===== config.mk =====
export PLATFORM = sky130hd
export DESIGN_NAME = sync_fifo_top
export DESIGN_NICKNAME = d
export VERILOG_FILES = /design/src/rtl/sync_fifo_top.sv
export SDC_FILE = /design/constraint.sdc
export NUM_CORES = 1
export LEC_CHECK = 0
export CORE_MARGIN = 2
export CORE_UTILIZATION = 45
export DETAILED_ROUTE_END_ITERATION = 8
export HOLD_SLACK_MARGIN = 0.05
export SLEW_MARGIN = 0
export SYNTH_ARGS = -nofsm -noshare
export SYNTH_HDL_FRONTEND = slang
export SYNTH_SLANG_ARGS = --single-unit

===== constraint.sdc =====
create_clock -name clk -period 6.25 [get_ports clk]
set_input_delay 1.5625 -clock clk [delete_from_list [all_inputs] [get_ports clk]]
set_output_delay 1.5625 -clock clk [all_outputs]
set_load 0.05 [all_outputs]

===== src/rtl/sync_fifo_top.sv =====
// Purpose : single-clock parametrised FIFO with programmable almost-full/almost-empty thresholds, occupancy count and overflow/underflow pulses.
// Latency : push -> empty=0 one edge later; standard read returns rddata one edge after the accepted pop; FWFT shows the head word as soon as empty=0.
// Backpr. : push is refused while full unless a pop is accepted in the same cycle; pop is refused while empty; refusals raise a one-cycle overflow/underflow pulse.
//
// Build option: define SYNC_FIFO_FWFT_EN for first-word-fall-through reads
// (rddata continuously presents the head entry; pop consumes it).
//
// Ports
//   clk          in   1          single clock, all state updates on posedge
//   reset_L      in   1          synchronous active-low reset
//   push         in   1          write request
//   wrdata       in   DWIDTH     write data, captured with an accepted push
//   full         out  1          count == DEPTH
//   almost_full  out  1          count >= AFULL_TH
//   overflow     out  1          one-cycle pulse: a push was refused last cycle
//   pop          in   1          read request
//   rddata       out  DWIDTH     read data
//   empty        out  1          count == 0
//   almost_empty out  1          count <= AEMPTY_TH
//   underflow    out  1          one-cycle pulse: a pop was refused last cycle
//   count        out  AWIDTH+1   current occupancy, 0..DEPTH
//
// Parameters: DEPTH must be a power of two >= 2 so that the AWIDTH-bit
// pointers wrap DEPTH-1 -> 0 with plain binary increment.
// AFULL_TH is meaningful in 1..DEPTH, AEMPTY_TH in 0..DEPTH-1.

module sync_fifo_top #(
    parameter int DWIDTH    = 8,
    parameter int DEPTH     = 16,
    parameter int AFULL_TH  = 12,
    parameter int AEMPTY_TH = 4
) (
    input  logic                       clk,
    input  logic                       reset_L,
    input  logic                       push,
    input  logic [DWIDTH-1:0]          wrdata,
    output logic                       full,
    output logic                       almost_full,
    output logic                       overflow,
    input  logic                       pop,
    output logic [DWIDTH-1:0]          rddata,
    output logic                       empty,
    output logic                       almost_empty,
    output logic                       underflow,
    output logic [$clog2(DEPTH):0]     count
);

    localparam int AWIDTH = $clog2(DEPTH);
    localparam int CW     = AWIDTH + 1;

    // Thresholds pre-sized to the count width so comparisons stay width-matched.
    localparam logic [CW-1:0] DEPTH_C  = CW'(DEPTH);
    localparam logic [CW-1:0] AFULL_C  = CW'(AFULL_TH);
    localparam logic [CW-1:0] AEMPTY_C = CW'(AEMPTY_TH);

    // ------------------------------------------------------------------
    // State
    // ------------------------------------------------------------------
    logic [DWIDTH-1:0] mem [DEPTH];

    logic [AWIDTH-1:0] wr_ptr_q, wr_ptr_d;
    logic [AWIDTH-1:0] rd_ptr_q, rd_ptr_d;
    logic [CW-1:0]     count_q,  count_d;

    logic              full_q,   full_d;
    logic              afull_q,  afull_d;
    logic              empty_q,  empty_d;
    logic              aempty_q, aempty_d;
    logic              ovf_q,    ovf_d;
    logic              udf_q,    udf_d;

    logic              pop_ok;
    logic              push_ok;

    // ------------------------------------------------------------------
    // Acceptance and next state
    // ------------------------------------------------------------------
    // Acceptance looks only at registered flags, so there is no
    // combinational path from push/pop to the flag outputs. A push into a
    // full FIFO is legal only when a pop frees the slot in the same cycle;
    // a pop from an empty FIFO is never rescued by a simultaneous push
    // because the pushed word is not yet in storage.
    always_comb begin
        pop_ok   = pop & ~empty_q;
        push_ok  = push & (~full_q | pop_ok);

        wr_ptr_d = wr_ptr_q;
        rd_ptr_d = rd_ptr_q;
        if (push_ok) begin
            wr_ptr_d = wr_ptr_q + AWIDTH'(1);
        end
        if (pop_ok) begin
            rd_ptr_d = rd_ptr_q + AWIDTH'(1);
        end

        count_d  = count_q + CW'(push_ok) - CW'(pop_ok);

        // Flags are derived from the next count and registered, so they
        // describe the occupancy that holds after this edge.
        full_d   = (count_d == DEPTH_C);
        afull_d  = (count_d >= AFULL_C);
        empty_d  = (count_d == '0);
        aempty_d = (count_d <= AEMPTY_C);

        // Pulses last exactly one cycle because they are recomputed every edge.
        ovf_d    = push & ~push_ok;
        udf_d    = pop & ~pop_ok;
    end

    // ------------------------------------------------------------------
    // Control registers
    // ------------------------------------------------------------------
    // Resetting the pointers together with the count is what guarantees
    // that pre-reset contents are unreachable: the storage itself is left
    // untouched, but every slot must be rewritten before it can be read.
    always_ff @(posedge clk) begin
        if (!reset_L) begin
            wr_ptr_q <= '0;
            rd_ptr_q <= '0;
            count_q  <= '0;
            full_q   <= 1'b0;
            afull_q  <= 1'b0;
            empty_q  <= 1'b1;
            aempty_q <= 1'b1;
            ovf_q    <= 1'b0;
            udf_q    <= 1'b0;
        end else begin
            wr_ptr_q <= wr_ptr_d;
            rd_ptr_q <= rd_ptr_d;
            count_q  <= count_d;
            full_q   <= full_d;
            afull_q  <= afull_d;
            empty_q  <= empty_d;
            aempty_q <= aempty_d;
            ovf_q    <= ovf_d;
            udf_q    <= udf_d;
        end
    end

    // ------------------------------------------------------------------
    // Storage (no reset)
    // ------------------------------------------------------------------
    // Writes are suppressed during reset so a push held across reset cannot
    // disturb storage; the pointers would make it unreachable anyway.
    always_ff @(posedge clk) begin
        if (reset_L && push_ok) begin
            mem[wr_ptr_q] <= wrdata;
        end
    end

    // ------------------------------------------------------------------
    // Read path
    // ------------------------------------------------------------------
`ifdef SYNC_FIFO_FWFT_EN
    // First-word-fall-through: the head slot is presented directly. A push
    // into an empty FIFO writes the slot rd_ptr already points at, so it is
    // visible as soon as empty falls. The output is forced to zero while
    // empty so it never exposes stale or pre-reset storage.
    assign rddata = empty_q ? '0 : mem[rd_ptr_q];
`else
    // Standard read: the head word is registered on the accepting edge and
    // held until the next accepted pop. When full with a simultaneous
    // push/pop, wr_ptr == rd_ptr; the non-blocking write means the old head
    // is captured here, preserving order.
    logic [DWIDTH-1:0] rddata_q;

    always_ff @(posedge clk) begin
        if (!reset_L) begin
            rddata_q <= '0;
        end else if (pop_ok) begin
            rddata_q <= mem[rd_ptr_q];
        end
    end

    assign rddata = rddata_q;
`endif

    // ------------------------------------------------------------------
    // Outputs
    // ------------------------------------------------------------------
    assign full         = full_q;
    assign almost_full  = afull_q;
    assign overflow     = ovf_q;
    assign empty        = empty_q;
    assign almost_empty = aempty_q;
    assign underflow    = udf_q;
    assign count        = count_q;

endmodule


==> results.json <==
{
  "run_status": "finished clean",
  "drt_iter0_markers": 213,
  "drt_pre_antenna_iters": 4,
  "globalRoute.totalOverflow": 0,
  "drc_markers": 0,
  "synth_enable_flop_cells": 128,
  "fillerInstances": 1048,
  "cts_sinks": 155,
  "die_w_um": 120.9,
  "finish.utilization_pct": 53.76,
  "combinational_share_of_power_pct": 19.9,
  "worst_clock_skew_ns": 0.009107,
  "grt_first_pass_wirelength_mm": 18.55,
  "leakagePower_nw": 2.324,
  "maxUsedRoutingLayer": "met4",
  "max_freq_ghz": 0.2493,
  "critPathArrivalTime_ns": 4.34,
  "placement_rows": 42,
  "wl_per_cell_um": 20.31,
  "postCtsSetupBuffers": 0,
  "layout.cells.non_filler": 580,
  "p_per_area_mw_per_mm2": 374.5,
  "total_of_warnings_raised_by_yosys": 0,
  "syn_inst": 352,
  "wl_met3_um": 567,
  "cts_tree": "built",
  "seq_area_frac_synth_pct": 71.34,
  "fin_crit_sh_pct": 64.19,
  "first_global_vias": 3196,
  "postCtsHoldBufs": 0,
  "port_buffers": 30,
  "finalCriticalPeriod_ns": 4.012,
  "cts.repair.resized": 0,
  "antenna_violations_before_repair": 0,
  "pwr-share-seq_pct": 45.6,
  "area.sequential_mm2": 0.004385,
  "grt_start_max_net_pins": 36,
  "m1WireLength_mm": 5.251,
  "wirelength_mm": 11.78,
  "numPlacedInstances": 548,
  "report.final.setup_viol": 0,
  "initial_core_util_pct": 46.23,
  "pins_over_their_slew_limit": 0,
  "clkTransAtPathRegs_ns": 0.06,
  "worst-endpoint-required_ns": 6.57,
  "synthToLayoutAreaGrowth_pct": 16.31,
  "post-dp-hpwl_mm": 7.531,
  "max_slew_margin_pct": 20.47,
  "power.internal_mw": 1.931,
  "reg2reg_slack_ns": 3.47,
  "globalRouteTotalUtil_pct": 17.76,
  "cts_max_path_buffers": 2,
  "worst-setup-path-type": "in -> reg",
  "layout.cell_area.non_filler_mm2": 0.007148,
  "post_synth_instance_area_mm2": 0.006146,
  "power_switching_share_pct": 27.85,
  "synth-async-reset-ratio_pct": 0,
  "clockRootBuffer": "clkbuf_16",
  "fin_nets": 414,
  "worstSetupEndpointType": "flip-flop",
  "total_number_of_vias": 3135,
  "hold_class": "reg -> reg",
  "critical-path-max-stage-delay_ns": 0.53,
  "synth-seq-cells": 155,
  "power.switching_uw": 745.5,
  "timing.final.ws_setup_ns": 2.238,
  "hold_path_depth": 2,
  "netlist-cell-type-count": 38,
  "vias_per_cell": 5.405,
  "timing.critical_path.fanout_max": 6,
  "insertedDiodeCount": 0,
  "p_clk_share_pct": 34.5,
  "met2_wire_length_mm": 5.870,
  "crit_chain": "clkdlybuf4s50_1 > nand2b_1 > nand2_1 > nand2_1 > ha_1 > inv_1 > ha_1 > inv_1 > fa_1 > nor2b_1 > o21a_1 > or4b_1 > a211oi_1",
  "pre_cts_slack_ns": 1.804,
  "drive_above_1_share_pct": 15.84,
  "tritoncts.num_buffers": 17,
  "area_of_combinational_cells_with_multiple_inputs_mm2": 0.001613,
  "number_of_nets_still_failing_antenna_checks_after_routing": 0,
  "synth_flop_type": "edfxtp_1",
  "clk_latency_ns": 0.41,
  "clock_h_tree_levels": 4,
  "irDropWorstVdd_mv": 0.2572,
  "average_instance_area_after_synthesis_um2": 17.46,
  "place_congestion": 0.7858,
  "worst_setup_path_start_kind": "primary input",
  "design.portCount": 31,
  "setup_total_negative_slack_ns": 0,
  "die_height_um": 120.9,
  "area_after_dpl_mm2": 0.006605,
  "design.die.area_mm2": 0.01461,
  "synth_nets": 375,
  "worst_slew_pin_slew_ns": 1.184,
  "max_cap_violations": 0,
  "std_cell_core_area_mm2": 0.01330,
  "rsz0062_at_grt": "no",
  "worst-r2r-cell-count": 12,
  "final-hold-violation-count": 0,
  "crit_slowest_cell": "or4b_1"
}
layer usage:
metal  global-route usage, %  vias up
met5                       0        -
met4                   5.305        0
met3                   4.793        8
met2                   28.23       77
met1                   24.13     1604
li1                        -     1446
critical path: cells and delay by family:
family	cells	cell delay, ns
and+or+nand+nor	5	1.05
AOI/OAI and AO/OA	2	0.43
buffers and inverters	3	0.62
adders and majority gates	3	0.68
sequential cells by signal (all words and copies together) (netlist names):
name          count
rddata            8
almost_empty      1
mem             128
underflow         1
wr_ptr_q          4
full              1
overflow          1
empty             1
rd_ptr_q          4
almost_full       1
count             5
power groups by stage:
stage | clock [mW] | sequential (mW) | combinational [mW]
after floorplan | 0 | 1.35 | 0.270
after global placement | 0 | 1.24 | 0.534
after detailed placement | 0 | 1.24 | 0.539
after CTS | 0.941 | 1.22 | 0.540
after global routing | 0.985 | 1.23 | 0.586
final | 0.923 | 1.22 | 0.533
worst paths after layout:
kind	startpoint	end
max	pop	full
min	rddata[3]	rddata[3]
max reg2reg	empty	full
min reg2reg	rddata[3]	rddata[3]
cells by family (layout without fill, tap and decap cells):
logic type / Yosys count / count (layout) / share of synthesized area [%]
DFF: 155 / 155 / 71.34
and+or+nand+nor: 67 / 67 / 5.273
muxes: 48 / 48 / 13.21
AOI/OAI and AO/OA: 37 / 37 / 4.255
buffers and inverters: 26 / 78 / 2.423
adders and majority gates: 11 / 11 / 2.362
xor gates and xnor gates: 8 / 8 / 1.140
cells in the final DEF (no fill, tap or decap), types with 7 or more instances in the layout:
| cell | count |
|---|---|
| a221oi_1 | 7 |
| nand2_1 | 22 |
| edfxtp_1 | 128 |
| dfxtp_1 | 26 |
| inv_1 | 9 |
| clkbuf_16 | 18 |
| a22oi_1 | 8 |
| xnor2_1 | 7 |
| nor2_1 | 14 |
| mux2_2 | 7 |
| buf_4 | 7 |
| and2_1 | 10 |
| mux4_2 | 18 |
| clkdlybuf4s50_1 | 30 |
| mux2i_1 | 17 |
| o21ai_0 | 8 |
| ha_1 | 10 |
cell usage after synthesis (3+ instances only):
| cell | instances | area share [%] |
|---|---|---|
| nand2_1 | 22 | 1.3 |
| nor2b_1 | 3 | 0.31 |
| a22oi_1 | 8 | 0.98 |
| nand3_1 | 4 | 0.33 |
| and2_1 | 10 | 1.0 |
| mux2_2 | 7 | 1.3 |
| mux4_1 | 6 | 2.6 |
| edfxtp_1 | 128 | 63 |
| nor3_1 | 5 | 0.41 |
| inv_1 | 9 | 0.55 |
| a221oi_1 | 7 | 1.0 |
| mux2i_1 | 17 | 2.8 |
| dfxtp_1 | 27 | 8.8 |
| ha_1 | 10 | 2.0 |
| a21boi_0 | 3 | 0.37 |
| nor2_1 | 14 | 0.86 |
| buf_2 | 4 | 0.33 |
| o21ai_0 | 8 | 0.65 |
| nand2b_1 | 4 | 0.41 |
| buf_4 | 4 | 0.49 |
| xnor2_1 | 7 | 1.0 |
| o211ai_1 | 3 | 0.37 |
| clkbuf_1 | 4 | 0.24 |
| mux4_2 | 18 | 6.6 |
area by class of cell:
class / instances / share of cell area (%)
clock buffers: 21 / 6.599
clock inverters: 11 / 0.9977
inverters: 9 / 0.4726
multi-input cells: 171 / 22.56
flip-flops and latches: 155 / 61.35
well taps: 176 / 3.081
repair buffers: 37 / 4.936
metrics by stage:
step	hold slack, ns	power (mW)
final	0.4878	2.677
after global routing	0.5268	2.800
after CTS	0.4960	2.703
after detailed placement	0.4816	1.780
after global placement	0.4704	1.775
after floorplan	0.4888	1.620
Power figures use the tool's default switching activity.
